[src/rtl/muldiv_sequencer.sv]
// ---------------------------------------------------------------------------
// muldiv_sequencer
//
// Sequences the shared multiply and divide units and the HI/LO registers for
// the multicycle CPU. Takes one request at a time from the main control FSM,
// pulses the selected unit's start, waits for its end flag, then steers the
// HI/LO muxes and pulses the HI/LO write enable. It raises a divide-by-zero
// exception instead of writing when the divider reports a zero divisor.
//
// Optional feature: define MULDIV_TIMEOUT_EN to add a RUN-state watchdog.
// If neither an end flag nor a divide-by-zero arrives within TIMEOUT_CYCLES
// RUN cycles, the operation is abandoned without a write and o_timeout_exc
// pulses. Without the macro there is no counter, the RUN states wait
// indefinitely, and o_timeout_exc is constant 0.
//
// Parameters
//   TIMEOUT_CYCLES  RUN-state cycle limit (watchdog build only)
//   CNT_W           run counter width, 2**CNT_W > TIMEOUT_CYCLES
//
// Ports
//   i_clk          clock, all state on the rising edge
//   i_rst          synchronous reset, active low
//   i_req_mult     start MULT request, sampled only in IDLE
//   i_req_div      start DIV request, sampled only in IDLE (wins over mult)
//   i_mult_end     multiply unit finished
//   i_div_end      divide unit finished
//   i_div_by_zero  divide unit reports a zero divisor
//   o_mult_start   1-cycle start pulse to the multiply unit
//   o_div_start    1-cycle start pulse to the divide unit
//   o_hi_sel       HICtrl mux select, 0 = mult, 1 = div
//   o_lo_sel       LOCtrl mux select, 0 = mult, 1 = div
//   o_hilo_we      HI/LO write enable, 1 cycle
//   o_busy         high whenever the sequencer is not idle
//   o_done         completion pulse, coincident with o_hilo_we
//   o_div_zero_exc divide-by-zero exception pulse
//   o_timeout_exc  watchdog timeout exception pulse
//
// State table
//   S_IDLE     | waiting for a request
//   S_MULT_RUN | multiply unit running, start pulsed in first cycle
//   S_DIV_RUN  | divide unit running, start pulsed in first cycle
//   S_WRITE    | write HI/LO and signal done, one cycle
//   S_DZ       | divide-by-zero exception, one cycle, no write
//   S_TIMEOUT  | watchdog expired, one cycle, no write (watchdog build only)
// ---------------------------------------------------------------------------
module muldiv_sequencer #(
    parameter int TIMEOUT_CYCLES = 64,
    parameter int CNT_W          = 7
) (
    input  logic i_clk,
    input  logic i_rst,
    input  logic i_req_mult,
    input  logic i_req_div,
    input  logic i_mult_end,
    input  logic i_div_end,
    input  logic i_div_by_zero,
    output logic o_mult_start,
    output logic o_div_start,
    output logic o_hi_sel,
    output logic o_lo_sel,
    output logic o_hilo_we,
    output logic o_busy,
    output logic o_done,
    output logic o_div_zero_exc,
    output logic o_timeout_exc
);

    typedef enum logic [2:0] {
        S_IDLE     = 3'd0,
        S_MULT_RUN = 3'd1,
        S_DIV_RUN  = 3'd2,
        S_WRITE    = 3'd3,
        S_DZ       = 3'd4,
        S_TIMEOUT  = 3'd5
    } state_t;

    state_t r_state;
    state_t w_next;
    logic   r_first;   // previous cycle was IDLE, so this is the first RUN cycle
    logic   r_sel;     // HI/LO source of the most recent write
    logic   w_timeout;

    // The run counter must be able to reach TIMEOUT_CYCLES-1.
    if ((2 ** CNT_W) <= TIMEOUT_CYCLES) begin : g_cfg_check
        $error("muldiv_sequencer: CNT_W too small for TIMEOUT_CYCLES");
    end

`ifdef MULDIV_TIMEOUT_EN
    logic [CNT_W-1:0] r_cnt;

    // Held at zero outside RUN, so it is already clear on RUN entry.
    always_ff @(posedge i_clk) begin
        if (!i_rst) begin
            r_cnt <= '0;
        end else if (r_state == S_MULT_RUN || r_state == S_DIV_RUN) begin
            r_cnt <= r_cnt + CNT_W'(1);
        end else begin
            r_cnt <= '0;
        end
    end

    // True in the TIMEOUT_CYCLES-th RUN cycle; end flags are checked first.
    assign w_timeout = (r_cnt == CNT_W'(TIMEOUT_CYCLES - 1));
`else
    assign w_timeout = 1'b0;
`endif

    always_ff @(posedge i_clk) begin
        if (!i_rst) begin
            r_state <= S_IDLE;
            r_first <= 1'b0;
            r_sel   <= 1'b0;
        end else begin
            r_state <= w_next;
            r_first <= (r_state == S_IDLE);
            if (w_next == S_WRITE) begin
                r_sel <= (r_state == S_DIV_RUN);
            end
        end
    end

    always_comb begin
        w_next         = r_state;
        o_mult_start   = 1'b0;
        o_div_start    = 1'b0;
        o_hi_sel       = r_sel;
        o_lo_sel       = r_sel;
        o_hilo_we      = 1'b0;
        o_busy         = (r_state != S_IDLE);
        o_done         = 1'b0;
        o_div_zero_exc = 1'b0;
        o_timeout_exc  = 1'b0;

        case (r_state)
            S_IDLE: begin
                if (i_req_div) begin
                    w_next = S_DIV_RUN;
                end else if (i_req_mult) begin
                    w_next = S_MULT_RUN;
                end
            end
            S_MULT_RUN: begin
                o_mult_start = r_first;
                if (i_mult_end) begin
                    w_next = S_WRITE;
                end else if (w_timeout) begin
                    w_next = S_TIMEOUT;
                end
            end
            S_DIV_RUN: begin
                o_div_start = r_first;
                if (i_div_by_zero) begin
                    w_next = S_DZ;
                end else if (i_div_end) begin
                    w_next = S_WRITE;
                end else if (w_timeout) begin
                    w_next = S_TIMEOUT;
                end
            end
            S_WRITE: begin
                o_hilo_we = 1'b1;
                o_done    = 1'b1;
                w_next    = S_IDLE;
            end
            S_DZ: begin
                o_div_zero_exc = 1'b1;
                w_next         = S_IDLE;
            end
            S_TIMEOUT: begin
`ifdef MULDIV_TIMEOUT_EN
                o_timeout_exc = 1'b1;
`endif
                w_next = S_IDLE;
            end
            default: begin
                w_next = S_IDLE;
            end
        endcase
    end

endmodule

[config.mk]
export PLATFORM = sky130hd
export DESIGN_NAME = muldiv_sequencer
export DESIGN_NICKNAME = d
export VERILOG_FILES = /design/src/rtl/muldiv_sequencer.sv
export SDC_FILE = /design/constraint.sdc
export NUM_CORES = 1
export LEC_CHECK = 0
export ABC_CLOCK_PERIOD_IN_PS = 1100
export BUFFER_PORTS_ARGS = -buffer_cell sky130_fd_sc_hd__buf_2
export CELL_PAD_IN_SITES_DETAIL_PLACEMENT = 0
export CELL_PAD_IN_SITES_GLOBAL_PLACEMENT = 1
export CORE_AREA = 4 4 41 43
export CTS_CLUSTER_SIZE = 20
export DETAILED_ROUTE_END_ITERATION = 10
export DIE_AREA = 0 0 45 47
export PLACE_DENSITY_LB_ADDON = 0.1
export SLEW_MARGIN = 5
export SYNTH_ARGS = -nofsm -noshare
export SYNTH_HDL_FRONTEND = slang
export SYNTH_SLANG_ARGS = --single-unit
[constraint.sdc]
create_clock -name i_clk -period 1.1 [get_ports i_clk]
set_clock_uncertainty 0.1 [all_clocks]
set_input_delay 0.11 -clock i_clk [delete_from_list [all_inputs] [get_ports i_clk]]
set_output_delay 0.11 -clock i_clk [all_outputs]
set_load 0.01 [all_outputs]
# After elaboration in Yosys (flattened, before gate mapping)
# Cells that the tools add are included.
[totals]
in_bits = 7
register_bits = 5
out_inout_bits = 9
[op_classes]
n_eq_ne = 5
reduce_logical = 2
mux = 10
[ops]
columns = ["operator", "count"]
rows = [
  ["$mux 3", 5],
  ["$eq 3x2->1 const B", 3],
  ["$pmux 3 s3", 1],
  ["$mux 1", 4],
  ["$eq 3x1->1 const B", 1],
  ["$eq 3x3->1 const B", 1],
  ["$logic_not 3->1", 1],
  ["$reduce_bool 3->1", 1],
]

# Longest topological paths before layout
[logic_depth]
depth_word = 4
depth_mapped = 4
depth_no_buf = 4

# Worst setup path before layout
# No wires, ideal clock.
[synth_path]
path_type = "reg-to-output"
from = "reg r_state[0]"
to = "out o_hilo_we"
path_buffers = 1
stages_incl_launch_ff = 4
path_slack_ns = -0.129
t_required_ns = 0.890
t_arrival_ns = 1.019
cell_sequence = "dfxtp_1 or2b_1 nor2_1 buf_4"
[synth_between]
elab_chain_len = 2
[synth_lines]
columns = ["item", "line_no", "text"]
rows = [
  ["start: declaration", "77", "state_t r_state;"],
  ["start signal: assignment", "114", "r_state <= w_next;"],
  ["$eq 3x2->1", "n/a", ""],
  ["$mux 1", "n/a", ""],
  ["end: declaration", "61", "output logic o_hilo_we,"],
]
# No other way between the ends.

# Worst setup path after layout
[layout_path]
from = "reg r_state[2]"
to = "out o_div_start"
[layout_between]
elab_chain_len = 2
[layout_lines]
columns = ["item", "line_no", "text"]
rows = [
  ["$eq 3x2->1", "134", "case (r_state)"],
  ["$mux 1", "134", ""],
  ["end: declaration", "58", "output logic o_div_start,"],
]
# No other way between the ends.

==> key figures <==
Power
  – Worst vdd ir: between 500 and 600 uV
  – Pwr dens: about 1300 mW/mm^2
  – Pleak: about 0.26 nW

Floorplan
  – Die ar.: approximately 0.0021 mm^2
  – Starting density of the core: 21.83%
  – Core area: roughly 0.0013 mm^2
  – # rows: 13
  – Die X: 45 um
  – I/O pin cnt: 16
  – Die Y: 47 um

Synth
  – Post-synth top area cell: dfxtp_1
  – Syn Inst Count: 36
  – Dominant synthesized flop cell: dfxtp_1
  – Syn avg cell area: around 7.9 um^2
  – Post-Synth Adder-Cell Area: 0%
  – Synth Area in Compound Gates: 14.98%
  – Largest family of logic cells by synthesized area: simple AND/OR/NAND/NOR gates
  – Post-synth ARST share: 0%
  – Post-Syn Nets: 43
  – Synthesized area: around 280 um^2
  – FF+latch count, synth: 5
  – Post-Synth XOR/XNOR Area: 0%
  – Post-synth top cells: nor2_1 (6), dfxtp_1 (5), buf_4 (3), inv_1 (3)
  – Mux cell area share after synthesis: 0%
  – Synth unique cells: 19
  – Simple-Gate Fraction of Synth Area: 36.56%
  – Post-synth EDFFs: 0
  – YS warnings: 0
  – Share of the synthesized area in the top cell type: a little over a third
  – Cell with the most instances after synthesis: nor2_1
  – Post-synthesis sequential area ratio: 35.24%
  – Synth top area cells: dfxtp_1 (35%), buf_4 (7.9%), nor2_1 (7.9%), and3_2 (5.3%), or2b_1 (5.3%)

Global routing
  – Initial antenna violation count: 0
  – Number of global-route vias before repair: ~330
  – Largest net degree at the start of global routing: 7
  – Grt met1 use: 9.977%
  – Overflow left after global routing: 0
  – Met3 usage: between 4 and 5%
  – Total GRT Usage: 9.629%
  – Met2 usage: 15.54%
  – First-pass GRT wire length: 1386 um
  – Top Usage Layer GRT: met2

Outcome
  – Outcome: finished, violations left
  – Failing checks: negative setup slack

Layout
  – Final #Nets: 68
  – Final core occ: 41.35%
  – Final Instance Area: about 540 um^2
  – Diodes inserted: 0
  – Layout cell share with drive strength beyond 1: 73.33%
  – Layout area overhead: 89.43%

STA
  – Fin. max-slew vios: 0
  – # setup viols final: 8
  – Unrepaired setup endpoints after global routing: yes
  – Final Worst Setup Slack: -0.2015 ns
  – Hold_ws: 0.02458 ns
  – FMAX: 0.7684 GHz
  – Final Hold Fails: 0
  – Final period util: 118.3%
  – Post-route minimum period: roughly 1.3 ns

Min path
  – Worst hold path type: in2reg
  – Hold endpoint: o_hi_sel
  – WHS Path Cells: 3
  – Hold Path Origin: i_rst

Setup path
  – Max FO, Critical Path: 5
  – Crit Reg-Reg Endpoint: o_hi_sel
  – Setup crit start: r_state[2]
  – RR Startpoint: r_state[2]
  – Crit. End Element: output pin
  – Critical path class: reg2out
  – Register-to-Register Path Depth: 5
  – Arrival @ worst endpoint: 1.09 ns
  – Critical Path RT: 0.89 ns
  – R2R setup slack: -0.10 ns
  – Critical Path Source Type: flip-flop

Clock tree
  – Clock Sinks: 5
  – Root Driver: clkbuf_4
  – Num CTS Buffers: 3
  – CTS tree: yes
  – Max Buffers Root-to-Sink: 2
  – Clock latency on the worst-skew pair: 0.24 ns
  – Cts hold-fix bufs: 0
  – Htree depth: 1
  – CTS clk-pin slew, worst paths: 0.04 ns

Placed design
  – IO buf count: 14
  – Placed wire-length estimate: 603.4 um
  – RD Place Congestion: 0.6832
  – Post-DP Area: 376.6 um^2

Job
  – # Max-Cap Violations: 0

Routing
  – Via/cell ratio: approximately 4.3
  – Via Count: 322
  – Total routed wirelength: 864 um
  – Iter 0 DRT Violations: 5
  – DR pass1 iterations: 2
  – DRC viols: 0
  – Post-route ant nets: 0
  – Routed WL per cell: ~12 um
## per-stage QoR
step / TNS, ns / power [mW] / std cells / worst slack, ns
3_3_place_gp: -0.03585 / 0.3804 / 65 / -0.03102
5_1_grt: -1.479 / 0.7561 / 75 / -0.2692
4_1_cts: -1.066 / 0.6712 / 73 / -0.2167
3_5_place_dp: -0.05990 / 0.3790 / 65 / -0.05355
2_1_floorplan: -0.009325 / 0.3179 / 36 / -0.009325
6_report: -1.032 / 0.6959 / 75 / -0.2015
## report_power, final
part,internal (mW),switching [mW]
combinational,0.148,0.109
sequential,0.203,0.0262
clock,0.137,0.0726
## registers in the layout, indices dropped and copies added (netlist names)
name and cells:
o_hi_sel 1, r_first 1, r_state 3
## final cells by class
| class | instances | area, um^2 |
|---|---|---|
| multi-input combinational | 25 | 210.2 |
| timing repair buffer | 23 | 160.2 |
| sequential | 5 | 111.4 |
| clock buffer | 4 | 26.28 |
| fill | 136 | 763.2 |
| tap | 15 | 18.77 |
| inverter | 3 | 11.26 |
## logic make-up after synthesis
kind of cell / Yosys count
buffers and inverters: 6
AND/OR/NAND/NOR: 17
flip-flops: 5
other: 1
AO/OA/AOI/OAI: 7
## layout by cell type (no fill, tap or decap), types with 2 or more instances in the layout
cell type  instances
and3_4             2
buf_2             11
buf_4              8
buf_6              4
clkbuf_4           3
dfxtp_1            2
dfxtp_4            3
inv_1              2
nor2_1             4
nor2_4             2
o21ai_2            2
or2b_1             2
## metal layers
metal,wire length (um),vias up
met4,5,0
met3,70,2
met5,0,-
li1,-,168
met1,331,142
met2,457,10
## what timing repair did
action | in CTS | in global routing
gates resized for setup | 18 | 6
hold endpoints to repair | 0 | 0
pin swaps | 5 | 3
buffers inserted | 4 | 3
setup endpoints to repair | 8 | 9
## worst max-delay path: stages (launching register included)
cell and delay, ns:
dfxtp_4 0.37, nor2_4 0.12, buf_6 0.11, and3_4 0.16, buf_6 0.09
## worst max-delay path by stage
stage / to / cells past startpoint
floorplan: o_hilo_we / 3
global placement: o_hi_sel / 4
detailed placement: o_hi_sel / 4
CTS: o_hilo_we / 3
global route: o_done / 3
finish: o_div_start / 4
Power figures use the tool's default switching activity.
